[src/rtl/rf_port_scheduler_if.sv]
// Bundle of handshake and register-file signals around rf_port_scheduler.
//   rd_req_*      : operand-read request from decode (rs1/rs2), ready back
//   rd_resp_valid : register-file out1/out2 valid this cycle
//   wb0_*, wb1_*  : write-back requests (ALU, load unit), ready back
//   rf_*          : drive the register file's single shared port
// modport slave  : the scheduler's view
// modport master : requesters plus register file
interface rf_port_scheduler_if;
    logic        rd_req_valid;
    logic [4:0]  rd_req_rs1;
    logic [4:0]  rd_req_rs2;
    logic        rd_req_ready;
    logic        rd_resp_valid;
    logic        wb0_valid;
    logic [4:0]  wb0_rd;
    logic [31:0] wb0_data;
    logic        wb0_ready;
    logic        wb1_valid;
    logic [4:0]  wb1_rd;
    logic [31:0] wb1_data;
    logic        wb1_ready;
    logic        rf_reg_write;
    logic [4:0]  rf_rd;
    logic [31:0] rf_write_data;
    logic [4:0]  rf_rs1;
    logic [4:0]  rf_rs2;

    modport slave (
        input  rd_req_valid, rd_req_rs1, rd_req_rs2,
        output rd_req_ready, rd_resp_valid,
        input  wb0_valid, wb0_rd, wb0_data,
        output wb0_ready,
        input  wb1_valid, wb1_rd, wb1_data,
        output wb1_ready,
        output rf_reg_write, rf_rd, rf_write_data, rf_rs1, rf_rs2
    );

    modport master (
        output rd_req_valid, rd_req_rs1, rd_req_rs2,
        input  rd_req_ready, rd_resp_valid,
        output wb0_valid, wb0_rd, wb0_data,
        input  wb0_ready,
        output wb1_valid, wb1_rd, wb1_data,
        input  wb1_ready,
        input  rf_reg_write, rf_rd, rf_write_data, rf_rs1, rf_rs2
    );
endinterface

[src/rtl/rf_port_scheduler.sv]
// Time-multiplexes the single register-file port between one operand read
// (decode) and two write-back requesters (wb0 = ALU, wb1 = load unit).
// Each cycle is a write grant, a read grant or idle. Writes win when there is
// no read, when the read depends on a pending write (RAW hazard), or when a
// pending write has lost STARVE_LIMIT reads in a row. Writers round-robin.
// Ports:
//   clk  : system clock, posedge
//   rst  : synchronous active-high reset
//   bus  : rf_port_scheduler_if.slave (requests, readies, register-file drive)
module rf_port_scheduler #(
    parameter int unsigned STARVE_LIMIT = 4,
    parameter int unsigned CNT_W        = 3
) (
    input  logic                 clk,
    input  logic                 rst,
    rf_port_scheduler_if.slave   bus
);

    typedef enum logic {
        WR0 = 1'b0,
        WR1 = 1'b1
    } wr_sel_t;

    localparam logic [CNT_W-1:0] LIMIT = CNT_W'(STARVE_LIMIT);

    logic [CNT_W-1:0] starve_cnt_q;
    wr_sel_t          last_wr_q;
    logic             rd_resp_q;

    logic pend0, pend1, any_pend, hazard, starved;
    logic wr_grant, rd_grant, pick1;

    always_comb begin
        // rd==0 requests are absorbed separately and never count as pending
        pend0    = bus.wb0_valid && (bus.wb0_rd != '0);
        pend1    = bus.wb1_valid && (bus.wb1_rd != '0);
        any_pend = pend0 || pend1;
        hazard   = bus.rd_req_valid &&
                   ((pend0 && (bus.wb0_rd == bus.rd_req_rs1 || bus.wb0_rd == bus.rd_req_rs2)) ||
                    (pend1 && (bus.wb1_rd == bus.rd_req_rs1 || bus.wb1_rd == bus.rd_req_rs2)));
        starved  = (starve_cnt_q >= LIMIT);
        wr_grant = !rst && any_pend && (!bus.rd_req_valid || hazard || starved);
        rd_grant = !rst && bus.rd_req_valid && !wr_grant;
        // on a tie, the writer not served last goes
        pick1    = pend1 && (!pend0 || last_wr_q == WR0);

        bus.rd_req_ready  = rd_grant;
        bus.wb0_ready     = !rst && ((bus.wb0_valid && bus.wb0_rd == '0) || (wr_grant && !pick1));
        bus.wb1_ready     = !rst && ((bus.wb1_valid && bus.wb1_rd == '0) || (wr_grant && pick1));
        bus.rf_reg_write  = wr_grant;
        bus.rf_rd         = '0;
        bus.rf_write_data = '0;
        if (wr_grant) begin
            bus.rf_rd         = pick1 ? bus.wb1_rd   : bus.wb0_rd;
            bus.rf_write_data = pick1 ? bus.wb1_data : bus.wb0_data;
        end
        bus.rf_rs1        = bus.rd_req_rs1;
        bus.rf_rs2        = bus.rd_req_rs2;
        bus.rd_resp_valid = rd_resp_q;
    end

    always_ff @(posedge clk) begin
        if (rst) begin
            rd_resp_q    <= 1'b0;
            starve_cnt_q <= '0;
            last_wr_q    <= WR1;
        end else begin
            rd_resp_q <= rd_grant;
            if (wr_grant || !any_pend) begin
                starve_cnt_q <= '0;
            end else if (rd_grant && starve_cnt_q != '1) begin
                starve_cnt_q <= starve_cnt_q + 1'b1;
            end
            if (wr_grant) begin
                last_wr_q <= pick1 ? WR1 : WR0;
            end
        end
    end

endmodule

[src/flat_wrapper.sv]
// flat-port wrapper written by rule: the top's interface ports become plain ports
module rf_port_scheduler_flat 
#(
    parameter int unsigned STARVE_LIMIT = 4,
    parameter int unsigned CNT_W        = 3
)
  (clk, rst, bus_rd_req_valid, bus_rd_req_rs1, bus_rd_req_rs2, bus_rd_req_ready, bus_rd_resp_valid, bus_wb0_valid, bus_wb0_rd, bus_wb0_data, bus_wb0_ready, bus_wb1_valid, bus_wb1_rd, bus_wb1_data, bus_wb1_ready, bus_rf_reg_write, bus_rf_rd, bus_rf_write_data, bus_rf_rs1, bus_rf_rs2);
  rf_port_scheduler_if bus_i ();
  input  logic clk;
  input  logic rst;
  input wire logic [$bits(bus_i.rd_req_valid)-1:0] bus_rd_req_valid;
  input wire logic [$bits(bus_i.rd_req_rs1)-1:0] bus_rd_req_rs1;
  input wire logic [$bits(bus_i.rd_req_rs2)-1:0] bus_rd_req_rs2;
  output wire logic [$bits(bus_i.rd_req_ready)-1:0] bus_rd_req_ready;
  output wire logic [$bits(bus_i.rd_resp_valid)-1:0] bus_rd_resp_valid;
  input wire logic [$bits(bus_i.wb0_valid)-1:0] bus_wb0_valid;
  input wire logic [$bits(bus_i.wb0_rd)-1:0] bus_wb0_rd;
  input wire logic [$bits(bus_i.wb0_data)-1:0] bus_wb0_data;
  output wire logic [$bits(bus_i.wb0_ready)-1:0] bus_wb0_ready;
  input wire logic [$bits(bus_i.wb1_valid)-1:0] bus_wb1_valid;
  input wire logic [$bits(bus_i.wb1_rd)-1:0] bus_wb1_rd;
  input wire logic [$bits(bus_i.wb1_data)-1:0] bus_wb1_data;
  output wire logic [$bits(bus_i.wb1_ready)-1:0] bus_wb1_ready;
  output wire logic [$bits(bus_i.rf_reg_write)-1:0] bus_rf_reg_write;
  output wire logic [$bits(bus_i.rf_rd)-1:0] bus_rf_rd;
  output wire logic [$bits(bus_i.rf_write_data)-1:0] bus_rf_write_data;
  output wire logic [$bits(bus_i.rf_rs1)-1:0] bus_rf_rs1;
  output wire logic [$bits(bus_i.rf_rs2)-1:0] bus_rf_rs2;
  assign bus_i.rd_req_valid = bus_rd_req_valid;
  assign bus_i.rd_req_rs1 = bus_rd_req_rs1;
  assign bus_i.rd_req_rs2 = bus_rd_req_rs2;
  assign bus_rd_req_ready = bus_i.rd_req_ready;
  assign bus_rd_resp_valid = bus_i.rd_resp_valid;
  assign bus_i.wb0_valid = bus_wb0_valid;
  assign bus_i.wb0_rd = bus_wb0_rd;
  assign bus_i.wb0_data = bus_wb0_data;
  assign bus_wb0_ready = bus_i.wb0_ready;
  assign bus_i.wb1_valid = bus_wb1_valid;
  assign bus_i.wb1_rd = bus_wb1_rd;
  assign bus_i.wb1_data = bus_wb1_data;
  assign bus_wb1_ready = bus_i.wb1_ready;
  assign bus_rf_reg_write = bus_i.rf_reg_write;
  assign bus_rf_rd = bus_i.rf_rd;
  assign bus_rf_write_data = bus_i.rf_write_data;
  assign bus_rf_rs1 = bus_i.rf_rs1;
  assign bus_rf_rs2 = bus_i.rf_rs2;
  rf_port_scheduler #(.STARVE_LIMIT(STARVE_LIMIT), .CNT_W(CNT_W)) u_core (.clk(clk), .rst(rst), .bus(bus_i));
endmodule
[config.mk]
export PLATFORM = sky130hd
export DESIGN_NAME = rf_port_scheduler_flat
export DESIGN_NICKNAME = d
export VERILOG_FILES = /design/src/rtl/rf_port_scheduler_if.sv /design/src/rtl/rf_port_scheduler.sv /design/src/flat_wrapper.sv
export SDC_FILE = /design/constraint.sdc
export NUM_CORES = 1
export LEC_CHECK = 0
export ABC_AREA = 1
export CAP_MARGIN = 25
export CORE_ASPECT_RATIO = 0.5
export CORE_UTILIZATION = 29
export CTS_CLUSTER_DIAMETER = 120
export DETAILED_ROUTE_END_ITERATION = 8
export PLACE_DENSITY = 0.88
export RECOVER_POWER = 50
export SLEW_MARGIN = 30
export SYNTH_ARGS = -nofsm -noshare
export SYNTH_HDL_FRONTEND = slang
export SYNTH_SLANG_ARGS = --single-unit
[constraint.sdc]
create_clock -name clk -period 2.2 [get_ports clk]
set_clock_uncertainty 0.05 [all_clocks]
set_input_delay 0.44 -clock clk [delete_from_list [all_inputs] [get_ports clk]]
set_output_delay 0.44 -clock clk [all_outputs]
set_load 0.02 [all_outputs]
==> flow_metrics.tcl <==
set metrics [dict create \
    status "finished with violations" \
    violations "negative setup slack" \
    rsz0062_at_grt "yes" \
    drt_first_pass_iters 5 \
    die_area_sq_um 4740 \
    crit_arrival_ps 2290 \
    finalSetupViolCount 44 \
    yosys.area.top_type "nand2_1" \
    crit_required_ps 1710 \
    critPathMostFrequentCell "nand2_1" \
    comb_power_share 0.736 \
    layout_commonest_cell "nand2_1" \
    synth.cell_area_sq_um 1290 \
    vias 2608 \
    wl_per_cell_um 19.5 \
    clockBufferDepth 2 \
    pwr-share-seq 0.094 \
    grt_overflow 0 \
    grt.total_usage 0.290 \
    placed_cell_area_sq_um 2800 \
    routed_wl_um 9650 \
    synth_compound_area_frac 0.0581 \
    fmax_mhz 360 \
    power.switching_mw 0.422 \
    vdd_drop_max_v 0.000315 \
    cts_buffers 3 \
    place.gp.congestion 0.915 \
    htree_levels 1 \
    ys_seq_area_frac 0.0774 \
    nets 532 \
    syn2layout_area_growth_pct 178 \
    die_x_um 96.4 \
    pwr-share-clk 0.170 \
    cp_cell_sequence "buf_4, inv_1, nand2_1, nand2_1, nor2_1, nand3_1, nand2_2, nand2_2, nand3_2, nand2_4, buf_12, nor2_8, clkbuf_16, nand2_1, nand2_1, buf_6" \
    cp_slowest_cell "clkbuf_16" \
    grt_pass1_vias 2364 \
    rr_startpoint "u_core.starve_cnt_q[2]$_SDFFE_PP0P_" \
    period_share 1.26 \
    synth_top_family_by_area "simple AND/OR/NAND/NOR gates" \
    synthesis.nets 353 \
    end_kind "output port" \
    cap_violations 0 \
    cts_tree "built" \
    p_int_mw 0.621 \
    slew_viol_final 0 \
    hp-class "register to register" \
    antenna_found_initial 0 \
    synth_area_per_cell_sq_um 4.93 \
    synth-simple-area-share 0.592 \
    cp_top_family "simple AND/OR/NAND/NOR gates" \
    rows 16 \
    clockRootBuffer "clkbuf_8" \
    synth-xor-area-share 0.0407 \
    antenna_cells 0 \
    hpwl_um 4480 \
    swShare 0.405 \
    path_clk_slew_ps 40 \
    synth_mux_area_frac 0 \
    cts_num_sinks 5 \
    antenna_left 0 \
    tightest_slew_ps 268 \
    core-area_sq_um 4080 \
    vias_per_cell 5.28 \
    power.density_nw_per_um2 290 \
    path_buf_inv 5 \
    period_minus_slack_ps 2780 \
    yosys.area.top_type_share 0.447 \
    first_iter_violations 133 \
    synth_cells 262 \
    start_kind "input port" \
    drive_above_1_share 0.484 \
    setup_slack_ps -580 \
    critPathKind "input port to output port" \
    path_max_fanout 11 \
    ys_seq_elements 5 \
    grt_max_degree 24 \
    clkLatencyLatePin_ps 220 \
    layout_common_cells "nand2_1 (95), clkdlybuf4s50_1 (73), buf_6 (47)" \
    drc 0 \
    critPathLaunch "bus_rd_req_rs2[1]" \
    start_util 0.316 \
    yosysWarnings 0 \
    power_mw 1.04 \
    critPathMaxStageDelay_ps 200 \
    hold_viol_final 0 \
    io_buffers 140 \
    synthAdderAreaFrac 0.0194 \
    leakage_nw 1.90 \
    relSlewSlack 0.819 \
    io-pin-count 141 \
    grt_pass1_wl_um 10700 \
    synth.area.top_cells "nand2_1 (45%), inv_1 (8.4%), dfxtp_1 (7.7%), buf_4 (5.8%), nor2_1 (5.2%)" \
    chipHeight_um 49.2 \
    synth_cell_type_count 23 \
    worstHoldStart "u_core.last_wr_q$_SDFFE_PP1P_" \
    post-route-cell-area_sq_um 3600 \
]
[layout make-up]
cell class,count,area [sq um]
Multi-Input combinational cell,206,1240
Timing Repair Buffer,190,2000
Tap cell,54,67.6
Sequential cell,5,100
Fill cell,160,485
Clock buffer,4,45.0
Inverter,35,146
[cells in the mapped netlist]
cell,instances
a21oi_1,3
a21oi_2,1
buf_4,10
buf_6,6
clkinv_1,1
dfxtp_1,5
ha_1,2
inv_1,29
inv_2,5
nand2_1,154
nand2_2,1
nand2_4,1
nand3_1,6
nand3_2,1
nand4_1,2
nor2_1,18
nor2_8,2
nor3_2,1
o21ai_0,1
o21ai_1,4
o311ai_0,3
xnor2_1,4
xor2_1,2
[registers in the layout (all words and copies together), names as in the netlist]
register                  count
u_core.starve_cnt_q           3
u_core.bus.rd_resp_valid      1
u_core.last_wr_q              1
[through the flow]
stage | TNS (ps) | utilization | setup WS [ps] | instances | hold WS (ps)
floorplan | 0 | - | 23.5 | 262 | 377
global placement | -41890 | 0.685 | -1040 | 459 | 392
detailed placement | -44020 | 0.685 | -1110 | 459 | 404
CTS | -8740 | 0.786 | -242 | 490 | 413
global route | -22460 | 0.881 | -638 | 494 | 473
finish | -19130 | 0.881 | -580 | 494 | 452
[path summary, 6_finish.rpt]
| path | end | slack, ps | cells after the start |
|---|---|---|---|
| worst min-delay path | u_core.last_wr_q$_SDFFE_PP1P_ | 450 | 2 |
| worst min register to register | u_core.last_wr_q$_SDFFE_PP1P_ | 450 | 2 |
| worst max register to register | u_core.starve_cnt_q[0]$_SDFFE_PP0P_ | 200 | 13 |
| worst max-delay path | bus_rf_write_data[19] | -580 | 16 |
[worst reg2reg max path: stages, from the launching register on]
cell and delay [ps]:
dfxtp_1 330, nor2_2 140, nand3_2 120, buf_4 150
buf_4 120, buf_4 120, buf_4 120, buf_4 130
buf_4 120, buf_4 120, buf_4 140, inv_4 70
o311ai_1 100, nor2_1 110
[power by group through the flow]
stage          sequential [mW]  clock, mW  combinational [mW]
4_1_cts                 0.0975      0.177               0.629
3_3_place_gp            0.0982          0               0.537
6_report                0.0980      0.177               0.768
3_5_place_dp            0.0987          0               0.547
2_1_floorplan           0.0996          0               0.227
5_1_grt                 0.0980      0.185               0.798
[routing by layer]
| metal | up-vias | part of all wire | track usage |
|---|---|---|---|
| met5 | - | 0 | 0 |
| met4 | 0 | 0.058 | 0.154 |
| met3 | 63 | 0.11 | 0.0607 |
| met2 | 225 | 0.49 | 0.570 |
| met1 | 1188 | 0.35 | 0.282 |
| li1 | 1132 | - | - |
[what timing repair did]
| item | in CTS | in global routing |
|---|---|---|
| hold buffers | 0 | 0 |
| setup buffers | 25 | 3 |
| resized for setup | 373 | 108 |
| gates cloned | 3 | 2 |
| setup endpoints to repair | 42 | 44 |
| pin swaps | 32 | 29 |
[cell families after synthesis]
group                      after synthesis
and+or+nand+nor                        186
xor gates and xnor gates                 6
adders and majority gates                2
DFF                                      5
AOI/OAI and AO/OA                       12
buffers and inverters                   51
Power figures use the tool's default switching activity.
